[src/rtl/spi_reg_bank.sv]
// Register bank on the SPI slave's parallel side. Each register has a shadow copy
// that SPI writes and reads, and an active copy that the motor datapath sees.
module spi_reg_bank #(
  parameter int                DATA_W      = 16,
  parameter int                NUM_REGS    = 4,
  parameter int                ADDR_W      = 2,
  parameter logic [DATA_W-1:0] RESET_VAL   = '0,
  parameter bit                AUTO_COMMIT = 1'b0
) (
  input  logic                         clk,
  input  logic                         rst,
  input  logic                         we,
  input  logic [ADDR_W-1:0]            waddr,
  input  logic [DATA_W-1:0]            wdata,
  input  logic                         re,
  input  logic [ADDR_W-1:0]            raddr,
  input  logic                         commit,
  output logic [DATA_W-1:0]            rdata,
  output logic                         rvalid,
  output logic                         wr_err,
  output logic [NUM_REGS*DATA_W-1:0]   reg_out,
  output logic [7:0]                   commit_cnt
);

  logic [DATA_W-1:0] shadow [NUM_REGS];
  logic [DATA_W-1:0] active [NUM_REGS];

  logic              waddr_ok;
  logic              wr_ok;
  logic [DATA_W-1:0] rd_mux;

  assign waddr_ok = 32'(waddr) < NUM_REGS;
  assign wr_ok    = we && waddr_ok;

  // Out-of-range read addresses match no register and fall through to zero.
  always_comb begin
    // NOTE: default assigned first so every path drives rd_mux and no latch is inferred.
    rd_mux = '0;
    for (int i = 0; i < NUM_REGS; i++) begin
      if (32'(raddr) == i) rd_mux = shadow[i];
    end
  end

  always_ff @(posedge clk) begin
    if (rst) begin
      // NOTE: the register arrays are reset, not left uninitialised, because the motor
      // datapath consumes active copies directly and must never see X after reset.
      for (int i = 0; i < NUM_REGS; i++) begin
        shadow[i] <= RESET_VAL;
        active[i] <= RESET_VAL;
      end
      rdata      <= '0;
      rvalid     <= 1'b0;
      wr_err     <= 1'b0;
      commit_cnt <= '0;
    end else begin
      // NOTE: non-blocking assignments make every read of shadow here see the pre-edge
      // value, which is what gives read-before-write and commit-before-write ordering.
      rvalid <= re;
      if (re) rdata <= rd_mux;
      wr_err <= we && !waddr_ok;
      if (commit) commit_cnt <= commit_cnt + 8'd1;

      for (int i = 0; i < NUM_REGS; i++) begin
        if (commit) active[i] <= shadow[i];
        if (wr_ok && 32'(waddr) == i) begin
          shadow[i] <= wdata;
          // Later assignment wins, so in legacy mode a same-cycle write beats the commit.
          if (AUTO_COMMIT) active[i] <= wdata;
        end
      end
    end
  end

  for (genvar g = 0; g < NUM_REGS; g++) begin : g_out
    assign reg_out[g*DATA_W +: DATA_W] = active[g];
  end

endmodule
[config.mk]
export PLATFORM = sky130hd
export DESIGN_NAME = spi_reg_bank
export DESIGN_NICKNAME = d
export VERILOG_FILES = /design/src/rtl/spi_reg_bank.sv
export SDC_FILE = /design/constraint.sdc
export NUM_CORES = 1
export LEC_CHECK = 0
export ABC_AREA = 1
export BUFFER_PORTS_ARGS = -buffer_cell sky130_fd_sc_hd__buf_2
export CAP_MARGIN = 10
export CORE_MARGIN = 5
export CORE_UTILIZATION = 55
export DETAILED_ROUTE_END_ITERATION = 6
export PLACE_DENSITY = 0.79
export SYNTH_ARGS = -nofsm -noshare
export SYNTH_HDL_FRONTEND = slang
export SYNTH_SLANG_ARGS = --single-unit
[constraint.sdc]
create_clock -name clk -period 2.5 [get_ports clk]
set_input_delay 0.5 -clock clk [delete_from_list [all_inputs] [get_ports clk]]
set_output_delay 0.5 -clock clk [all_outputs]
set_load 0.05 [all_outputs]
* Yosys cells after proc, flatten, opt, wreduce, memory -nomap -nowiden
Memories as Yosys holds them, arrays and structs flattened.
Index checks and enable logic that the tools add are counted.
** Storage, ports and cells
- Output and inout port bits :: 90
- Memories :: 2
- Register bits after elaboration :: 25
- Logic and storage cells :: 55
- Bits in writable memories :: 128
** Memory list
- active :: words 4, width 16, read ports 4, clocked after Yosys merged registers in 0, wr ports 4, RTL line 26 : logic [DATA_W-1:0] active [NUM_REGS];
- shadow :: words 4, width 16, read ports 4, clocked after Yosys merged registers in 0, wr ports 4, RTL line 25 : logic [DATA_W-1:0] shadow [NUM_REGS];
** Operators by class
- Bitwise operators :: 8
- Muxes and demuxes :: 29
- Add/subtract/negate cells :: 1
- Reductions and logical operators :: 6
- Equal/unequal tests :: 6
** Operator list (number)
- 16-bit two-way mux :: 12
- 1-bit two-way mux :: 17
- 8-bit by 1-bit adder with 8-bit output, second input constant :: 1
- 2-bit == test, second input constant :: 4
- 1-bit OR :: 8
- 2-bit by 1-bit == test with 1-bit output, second input constant :: 2
- 1-bit logical AND :: 4
- 2-bit zero test :: 2

* Logic depth before layout (Yosys ltp)
Gate-level depths: netlist of the first run.
- Word-level depth :: 6
- Gate-level depth with buffers :: 8
- Depth with buffers taken out :: 6

* Least setup slack after synthesis of the first run
Ideal clock, no wire load.
- Path type :: input-to-reg
- From :: input commit
- To :: memory active[0][0], enable pin
- Setup slack :: 0.284 ns
- Arrival time :: 1.798 ns
- Setup time :: 0.418 ns
- Cell stages on the path :: 2
- Required time :: 2.082 ns
- Buffers on the path :: 0
- Path through :: nor2_1 -> inv_1
** RTL lines
- start: declaration :: RTL line 17 : input logic commit,
- end: declaration :: RTL line 26

* Final worst setup path of the first run
- From :: register commit_cnt[4]
- To :: output commit_cnt[4]
** RTL lines
- start: declaration :: RTL line 22 : output logic [7:0] commit_cnt
- start signal: assignment :: RTL line 62 : if (commit) commit_cnt <= commit_cnt + 8'd1;
No word-level cell between the ends.

==> results.sh, run 1 <==
export IMPL_cts_root_buffer="clkbuf_8"
export IMPL_clk_path_buf_depth=2
export IMPL_max_freq_ghz=0.570
export IMPL_reg2reg_setup_slack_ps=1190
export IMPL_cts_sinks=153
export IMPL_min_path_cells=2
export IMPL_wl_um=14100
export IMPL_regToRegStartpoint="commit_cnt[0]"
export IMPL_nets=727
export IMPL_synth_distinct_cells=22
export IMPL_fin_skew_ps=4.73
export IMPL_hold_path_startpoint="rst"
export IMPL_fin_setup_tns_ps=0
export IMPL_hold_viol=0
export IMPL_cts_setup_buffers=0
export IMPL_start_kind="register"
export IMPL_route_antenna_remaining_nets=0
export IMPL_num_io_pins=115
export IMPL_syn_to_final_growth_pct=21.4
export IMPL_yosys_warnings=0
export IMPL_clk_insertion_delay_late_ps=530
export IMPL_reg2reg_depth=6
export IMPL_dieWidth_um=116
export IMPL_period_needed_ps=1750
export IMPL_seqPwrFrac_pct=47.6
export IMPL_leakagePower_nw=3.46
export IMPL_htreeDepth=4
export IMPL_layout_drive_gt1_share_pct=23.2
export IMPL_gp_congestion=0.846
export IMPL_cts_tree="yes"
export IMPL_grt_ovfl_total=0
export IMPL_slowest_stage="dfxtp_1"
export IMPL_wl_per_cell_um=16.5
export IMPL_cp_top_family="flip-flops"
export IMPL_n_fill_cell=767
export IMPL_p_clk_share_pct=40.8
export IMPL_ctsHoldBuffers=0
export IMPL_mostFrequentLayoutCells="nor2_1, edfxtp_1, buf_2, inv_1, nand2_1"
export IMPL_crit_type="register to output pin"
export IMPL_drcViolationCount=0
export IMPL_path_buf_inv=1
export IMPL_yosysSeqAreaShare_pct=70.9
export IMPL_rsz0062_at_grt="no"
export IMPL_cts_resized=0
export IMPL_tightest_slew_ps=742
export IMPL_routed_via_density=5.27
export IMPL_crit_fanout=6
export IMPL_whs_endpoint="rvalid"
export IMPL_diodes=0
export IMPL_row_count=38
export IMPL_power_share_combinational_pct=11.7
export IMPL_ys_ff_latch=153
export IMPL_syn_area_per_cell_um2=10.5
export IMPL_clkTransAtPathRegs_ps=60
export IMPL_drt_iter0_drc=442
export IMPL_grt_pass1_vias=4423
export IMPL_hold_class="primary input to register"
export IMPL_outcome="complete, no violations"
export IMPL_cpPeakStageDelay_ps=420
export IMPL_endpoint_kind="output pin"
export IMPL_internal_power_w=0.00471
export IMPL_arrival_ps=1250
export IMPL_grt_pass1_wl_um=22700
export IMPL_hpwl_um=9780
export IMPL_worstReg2RegEnd="commit_cnt[6]"
export IMPL_period_share_pct=70.2
export IMPL_ys_top_cells_by_area="edfxtp_1, nor2_1, dfxtp_1, inv_1, nand2_1"
export IMPL_syn_cell_area_um2=6120
export IMPL_netlist_area_leader_share_pct=62.8
export IMPL_syn_nets=609
export IMPL_yosysTopAreaCell="edfxtp_1"
export IMPL_numPortBuffers=113
export IMPL_antenna_found_initial=0
export IMPL_dr_pass1_iters=5
export IMPL_initial_core_util_pct=56.2
export IMPL_final_common_cell="nor2_1"
export IMPL_die_height_um=116
export IMPL_vias=4502
export IMPL_coreArea_um2=10900
export IMPL_numCtsBuffers=17
export IMPL_cp_cell_sequence="buf_2"
export IMPL_switching_share_pct=25.9
export IMPL_track_usage_pct=22.4
export IMPL_setup_viol=0
export IMPL_switchingPower_w=0.00165
export IMPL_total_power_w=0.00636
export IMPL_max_vdd_ir_drop_v=0.000509
export IMPL_worstPathRequired_ps=2000
export IMPL_maxCapViolations=0
export IMPL_p_per_area_nw_per_um2=856
export IMPL_drv_slew=0
export IMPL_worst_slew_margin_rel_pct=50.4
export IMPL_final_core_util_pct=68.3
export IMPL_die_area_um2=13300
export IMPL_syn_inst=583
export IMPL_grt_max_degree=66
per-layer routing:
metal / GRT usage (%) / wire, µm
met2: 35.6 / 6700
met4: 7.75 / 293
met3: 6.27 / 1360
met5: 0 / 0
met1: 29.8 / 5770
worst max path at each step:
stage                     cells after the start          start  slack [ps]             to
after global routing                          1  commit_cnt[4]         680  commit_cnt[4]
after detailed placement                      3            rst         680  shadow[1][13]
final                                         1  commit_cnt[4]         750  commit_cnt[4]
after floorplan                               2         commit         280   active[0][0]
after global placement                        3            rst         780   shadow[1][6]
after CTS                                     1  commit_cnt[4]         720  commit_cnt[4]
per-stage QoR:
step / cell area (µm²) / std cells / setup slack, ps / hold slack [ps]
floorplan: 6120 / 583 / 284 / 528
global placement: 6830 / 822 / 784 / 470
detailed placement: 6830 / 822 / 685 / 481
CTS: 7430 / 854 / 719 / 149
global route: 7430 / 854 / 684 / 164
finish: 7430 / 854 / 746 / 174
state kept, by name, indices dropped and copies added, names as in the netlist:
signal / cells
active: 64
rdata: 16
rvalid: 1
commit_cnt: 8
shadow: 64
power groups by stage:
stage | logic [W] | registers (W) | clock network, W
floorplan | 0.000220 | 0.00338 | 0
global placement | 0.000721 | 0.00307 | 0
detailed placement | 0.000736 | 0.00308 | 0
CTS | 0.000744 | 0.00303 | 0.00262
global route | 0.000796 | 0.00304 | 0.00274
finish | 0.000742 | 0.00303 | 0.00259
synth_stat cells:
cell type / n
nand2_1: 66
nor2_4: 1
o21ai_1: 7
nand4_1: 3
nand3_1: 31
nand4_2: 1
clkinv_1: 1
inv_1: 84
ha_1: 1
nor3_1: 1
buf_4: 4
nor2_1: 163
edfxtp_1: 128
dfxtp_1: 25
o21ai_0: 27
a21oi_1: 9
buf_2: 15
clkbuf_1: 6
nor2_2: 1
conb_1: 1
nand2_2: 1
inv_2: 7
cell type report:
| cell class | count | area [µm²] | area share, % |
|---|---|---|---|
| inverters | 92 | 345 | 4.65 |
| multi-input cells | 313 | 1310 | 17.6 |
| well taps | 140 | 175 | 2.36 |
| flip-flops and latches | 153 | 4340 | 58.4 |
| repair buffers | 124 | 661 | 8.89 |
| clock buffers | 20 | 425 | 5.72 |
| clock inverters | 12 | 174 | 2.34 |
kinds of logic after synthesis:
family / after synthesis / synth area share, %
buffers and inverters: 117 / 7.72
DFF: 153 / 70.9
and+or+nand+nor: 268 / 17.6
adders and majority gates: 1 / 0.204
other: 1 / 0.0612
AOI/OAI and AO/OA: 43 / 3.51
Note: power is estimated with default switching activity, not from simulation.
==> run 2, diff against run 1 <==
--- a/config.mk
+++ b/config.mk
@@ -9,9 +9,9 @@
 export BUFFER_PORTS_ARGS = -buffer_cell sky130_fd_sc_hd__buf_2
 export CAP_MARGIN = 10
 export CORE_MARGIN = 5
-export CORE_UTILIZATION = 55
+export CORE_UTILIZATION = 50
 export DETAILED_ROUTE_END_ITERATION = 6
-export PLACE_DENSITY = 0.79
+export PLACE_DENSITY = 0.76
 export SYNTH_ARGS = -nofsm -noshare
 export SYNTH_HDL_FRONTEND = slang
 export SYNTH_SLANG_ARGS = --single-unit
==> constraint.sdc (replaced) <==
create_clock -name clk -period 1.6 [get_ports clk]
set_input_delay 0.32 -clock clk [delete_from_list [all_inputs] [get_ports clk]]
set_output_delay 0.32 -clock clk [all_outputs]
set_load 0.05 [all_outputs]
==> results.sh, run 2 (same netlist as run 1, synthesis figures left out) <==
export IMPL_post_place_ws_ps=201
export IMPL_worstReg2RegEnd="commit_cnt[6]"
export IMPL_clk_insertion_delay_late_ps=420
export IMPL_cts_root_buffer="clkbuf_16"
export IMPL_num_io_pins=115
export IMPL_cpPeakStageDelay_ps=420
export IMPL_nets=729
export IMPL_wl_met1_um=6000
export IMPL_die_height_um=121
export IMPL_grt_pass1_wl_um=22500
export IMPL_coreArea_um2=12000
export IMPL_path_buf_inv=1
export IMPL_top_regs="active (64), shadow (64), rdata (16)"
export IMPL_track_usage_pct=20.0
export IMPL_internal_power_w=0.00711
export IMPL_seqPwrFrac_pct=49.1
export IMPL_period_needed_ps=1460
export IMPL_mostFrequentLayoutCells="nor2_1, edfxtp_1, buf_2, inv_1, nand2_1"
export IMPL_clk_path_buf_depth=2
export IMPL_maxCapViolations=0
export IMPL_p_per_area_nw_per_um2=1290
export IMPL_crit_type="register to output pin"
export IMPL_fin_skew_ps=6.22
export IMPL_numCtsBuffers=17
export IMPL_worst_slack_ps=138
export IMPL_syn_to_final_growth_pct=21.5
export IMPL_start_kind="register"
export IMPL_initial_core_util_pct=51.0
export IMPL_outcome="complete, no violations"
export IMPL_dieWidth_um=121
export IMPL_crit_end="commit_cnt[4]"
export IMPL_endpoint_kind="output pin"
export IMPL_ctsHoldBuffers=0
export IMPL_cp_startpoint="commit_cnt[4]"
export IMPL_regToRegStartpoint="commit_cnt[0]"
export IMPL_arrival_ps=1140
export IMPL_p_clk_share_pct=38.8
export IMPL_max_freq_ghz=0.684
export IMPL_met2_length_um=6070
export IMPL_gp_congestion=0.898
export IMPL_rsz0062_at_grt="no"
export IMPL_numPortBuffers=113
export IMPL_htreeDepth=4
export IMPL_drt_iter0_drc=471
export IMPL_layout_drive_gt1_share_pct=23.0
export IMPL_drcViolationCount=0
export IMPL_cts_resized=0
export IMPL_diodes=0
export IMPL_post_route_cell_area_um2=7440
export IMPL_period_share_pct=91.4
export IMPL_route_antenna_remaining_nets=0
export IMPL_hold_class="primary input to register"
export IMPL_wl_um=13700
export IMPL_vias=4357
export IMPL_cts_setup_buffers=0
export IMPL_dpl_cell_area_um2=6890
export IMPL_routed_via_density=5.05
export IMPL_max_vdd_ir_drop_v=0.000713
export IMPL_drv_slew=0
export IMPL_grt_ovfl_total=0
export IMPL_top_layer="met5"
export IMPL_cp_top_family="flip-flops"
export IMPL_reg2reg_depth=6
export IMPL_switching_share_pct=26.1
export IMPL_wl_per_cell_um=15.9
export IMPL_cp_cell_sequence="buf_2"
export IMPL_antenna_found_initial=2
export IMPL_row_count=40
export IMPL_final_common_cell="nor2_1"
export IMPL_setup_viol=0
export IMPL_reg2reg_setup_slack_ps=340
export IMPL_wl_met3_um=1390
export IMPL_clkTransAtPathRegs_ps=60
export IMPL_crit_fanout=6
export IMPL_switchingPower_w=0.00252
export IMPL_slowest_stage="dfxtp_1"
export IMPL_hold_viol=0
export IMPL_grt_max_degree=65
export IMPL_grt_pass1_vias=4315
export IMPL_cts_sinks=153
export IMPL_worstPathRequired_ps=1280
export IMPL_power_share_combinational_pct=12.1
export IMPL_cts_tree="yes"
export IMPL_leakagePower_nw=3.46
export IMPL_dr_pass1_iters=7
export IMPL_hpwl_um=9590
export IMPL_crit_cells=1
export IMPL_die_area_um2=14600
## run 2: how the worst min path moves through the flow
stage / startpoint / endpoint / slack, ps / cells past startpoint
global placement: commit_cnt[1] / commit_cnt[1] / 470 / 2
finish: rst / rvalid / 130 / 2
detailed placement: commit_cnt[1] / commit_cnt[1] / 500 / 2
floorplan: rst / rvalid / 390 / 1
global route: rst / rvalid / 140 / 2
CTS: rst / rvalid / 120 / 2
## run 2: power by group through the flow
stage / sequential, W / clock (W) / combinational (W)
after floorplan: 0.00528 / 0 / 0.000347
after global placement: 0.00480 / 0 / 0.00114
after detailed placement: 0.00481 / 0 / 0.00117
after CTS: 0.00473 / 0.00378 / 0.00117
after global routing: 0.00475 / 0.00399 / 0.00125
final: 0.00473 / 0.00373 / 0.00117
## run 2: per-stage QoR
| stage | total power (W) | utilization, % | instances | setup TNS (ps) | hold slack, ps |
|---|---|---|---|---|---|
| floorplan | 0.00563 | - | 583 | -10380 | 392 |
| global placement | 0.00594 | 57.4 | 831 | 0 | 469 |
| detailed placement | 0.00597 | 57.4 | 831 | 0 | 498 |
| CTS | 0.00968 | 61.9 | 863 | 0 | 116 |
| global route | 0.0100 | 61.9 | 863 | 0 | 139 |
| finish | 0.00963 | 61.9 | 863 | 0 | 129 |
## run 2: area by class of cell
type                       instances  area [µm²]
timing repair buffer             126         701
clock inverter                    11         106
fill                             945        4570
sequential                       153        4340
tap                              147         184
clock buffer                      21         440
inverter                          92         349
multi-input combinational        313        1320
## run 2: worst reg2reg max path: cells and delay by family (launching register included)
family,cells,cell delay (ps)
adders and majority gates,1,200
and+or+nand+nor,5,540
DFF,1,410
## run 2: layer usage
layer	vias to the layer above	GRT usage [%]
met2	202	29.9
met3	26	6.36
li1	2102	-
met5	-	0
met1	2023	27.4
met4	4	7.93
==> run 3, diff against run 2 <==
--- a/config.mk
+++ b/config.mk
@@ -5,7 +5,6 @@
 export SDC_FILE = /design/constraint.sdc
 export NUM_CORES = 1
 export LEC_CHECK = 0
-export ABC_AREA = 1
 export BUFFER_PORTS_ARGS = -buffer_cell sky130_fd_sc_hd__buf_2
 export CAP_MARGIN = 10
 export CORE_MARGIN = 5
==> results.sh, run 3 <==
export IMPL_outcome="complete, no violations"
export IMPL_yosysTopAreaCell="edfxtp_1"
export IMPL_synth_compound_area_share_pct=4.96
export IMPL_grt_ovfl_total=0
export IMPL_start_kind="register"
export IMPL_switching_share_pct=24.0
export IMPL_cp_top_family="flip-flops"
export IMPL_dieWidth_um=122
export IMPL_wl_per_cell_um=18.8
export IMPL_hold_class="primary input to register"
export IMPL_cpPeakStageDelay_ps=440
export IMPL_syn_area_per_cell_um2=14.8
export IMPL_route_antenna_remaining_nets=0
export IMPL_worstReg2RegEnd="commit_cnt[7]"
export IMPL_yosys_most_used_dff="edfxtp_1"
export IMPL_cts_root_buffer="clkbuf_16"
export IMPL_synth_edf_count=128
export IMPL_cts_resized=0
export IMPL_synthAdderAreaFrac_pct=0.201
export IMPL_leakagePower_nw=3.28
export IMPL_yosysSeqAreaShare_pct=69.8
export IMPL_p_clk_share_pct=43.5
export IMPL_power_share_combinational_pct=12.0
export IMPL_stdcell_count=734
export IMPL_hpwl_um=9260
export IMPL_total_power_w=0.0107
export IMPL_ctsHoldBuffers=0
export IMPL_antenna_found_initial=1
export IMPL_numPortBuffers=113
export IMPL_dr_pass1_iters=4
export IMPL_synth_area_mux_share_pct=4.94
export IMPL_synthTopCellsByCount="and2_1, edfxtp_1, nor2_1, dfxtp_1, clkbuf_1"
export IMPL_fin_skew_ps=16.1
export IMPL_routed_via_density=5.11
export IMPL_ys_top_cells_by_area="edfxtp_1, and2_1, dfxtp_1, a2111oi_2, nor2_1"
export IMPL_arrival_ps=1180
export IMPL_cts_sinks=153
export IMPL_slowest_stage="dfxtp_1"
export IMPL_worstPathRequired_ps=1280
export IMPL_setup_viol=0
export IMPL_syn_to_final_growth_pct=26.3
export IMPL_cp_cell_sequence="buf_2"
export IMPL_die_height_um=122
export IMPL_top_regs="active (64), shadow (64), rdata (16)"
export IMPL_synth_distinct_cells=41
export IMPL_row_count=40
export IMPL_endpoint_kind="output pin"
export IMPL_htreeDepth=4
export IMPL_max_vdd_ir_drop_v=0.000737
export IMPL_yosys_warnings=0
export IMPL_syn_nets=448
export IMPL_synth_simple_area_share_pct=17.0
export IMPL_track_usage_pct=19.5
export IMPL_reg2reg_setup_slack_ps=250
export IMPL_p_per_area_nw_per_um2=1360
export IMPL_syn_cell_area_um2=6230
export IMPL_cts_setup_buffers=0
export IMPL_synth_xor_xnor_area_share_pct=0.563
export IMPL_syn_inst=422
export IMPL_regToRegStartpoint="commit_cnt[3]"
export IMPL_vias=3751
export IMPL_max_freq_ghz=0.666
export IMPL_hold_path_startpoint="wdata[8]"
export IMPL_grt_pass1_wl_um=21500
export IMPL_post_route_cell_area_um2=7870
export IMPL_wl_um=13800
export IMPL_drt_iter0_drc=244
export IMPL_min_path_cells=2
export IMPL_netlist_area_leader_share_pct=61.7
export IMPL_clk_insertion_delay_late_ps=430
export IMPL_reg2reg_depth=3
export IMPL_clkTransAtPathRegs_ps=60
export IMPL_gp_congestion=0.754
export IMPL_initial_core_util_pct=51.4
export IMPL_drcViolationCount=0
export IMPL_mostFrequentLayoutCells="and2_1, edfxtp_1, buf_2, nor2_1, dfxtp_1"
export IMPL_dp_cells=701
export IMPL_layout_drive_gt1_share_pct=36.7
export IMPL_grt_pass1_vias=3987
export IMPL_period_needed_ps=1500
export IMPL_grt_max_degree=65
export IMPL_worst_slew_margin_rel_pct=29.8
export IMPL_coreArea_um2=12100
export IMPL_internal_power_w=0.00811
export IMPL_crit_fanout=6
export IMPL_nets=579
export IMPL_drv_slew=0
export IMPL_path_buf_inv=1
export IMPL_tightest_slew_ps=1050
export IMPL_seqPwrFrac_pct=44.4
export IMPL_clk_path_buf_depth=2
export IMPL_crit_type="register to output pin"
export IMPL_cts_tree="yes"
export IMPL_maxCapViolations=0
export IMPL_hold_viol=0
export IMPL_numCtsBuffers=17
export IMPL_rsz0062_at_grt="no"
export IMPL_period_share_pct=93.8
export IMPL_ys_async_sr_fraction_pct=0
export IMPL_num_io_pins=115
export IMPL_die_area_um2=14800
export IMPL_dpl_cell_area_um2=7150
export IMPL_ys_ff_latch=153
export IMPL_whs_endpoint="shadow[3][8]"
export IMPL_switchingPower_w=0.00257
export IMPL_diodes=0
export IMPL_synth_top_family_by_area="simple AND/OR/NAND/NOR gates"
==> run 3: worst max path at each step <==
stage	slack, ps	startpoint	cells after the start	endpoint
global placement	-280	rst	4	shadow[3][4]
floorplan	-90	waddr[1]	2	shadow[1][0]
CTS	90	commit_cnt[0]	1	commit_cnt[0]
detailed placement	-320	rst	4	shadow[3][9]
global route	20	commit_cnt[0]	1	commit_cnt[0]
finish	100	commit_cnt[0]	1	commit_cnt[0]
==> run 3: through the flow <==
stage          hold slack, ps  setup slack, ps  TNS (ps)  utilization, %
2_1_floorplan             518            -91.5     -2930               -
3_3_place_gp              465             -277    -12740            59.0
6_report                  204             98.7         0            64.9
3_5_place_dp              487             -321    -19710            59.0
4_1_cts                   194             86.6         0            64.9
5_1_grt                   194             23.8         0            64.9
==> run 3: final cells by class <==
| type | count | area (µm²) |
|---|---|---|
| Multi-Input combinational cell | 242 | 1760 |
| Timing Repair Buffer | 137 | 837 |
| Tap cell | 168 | 210 |
| Clock buffer | 23 | 532 |
| Fill cell | 887 | 4250 |
| Sequential cell | 153 | 4350 |
| Inverter | 2 | 7.51 |
| Clock inverter | 9 | 178 |
==> run 3: cells by family after synthesis <==
group,after synthesis
adder cells (fa/ha/maj),1
AND/OR/NAND/NOR,182
buffers and inverters,27
other,1
XOR/XNOR,4
AO/OA/AOI/OAI,32
flip-flops,153
multiplexers,22
==> run 3: power groups by stage <==
stage | logic (W) | registers (W) | clock network (W)
global placement | 0.00127 | 0.00481 | 0
floorplan | 0.000371 | 0.00535 | 0
global route | 0.00135 | 0.00476 | 0.00491
finish | 0.00129 | 0.00474 | 0.00465
detailed placement | 0.00129 | 0.00482 | 0
CTS | 0.00130 | 0.00474 | 0.00469
==> run 3: layer usage <==
| metal | global-route usage, % | share of wire, % | up-vias |
|---|---|---|---|
| li1 | - | - | 1762 |
| met1 | 22.3 | 38 | 1843 |
| met2 | 33.2 | 52 | 129 |
| met3 | 8.17 | 8.7 | 15 |
| met4 | 6.65 | 1.2 | 2 |
| met5 | 0 | 0.051 | - |
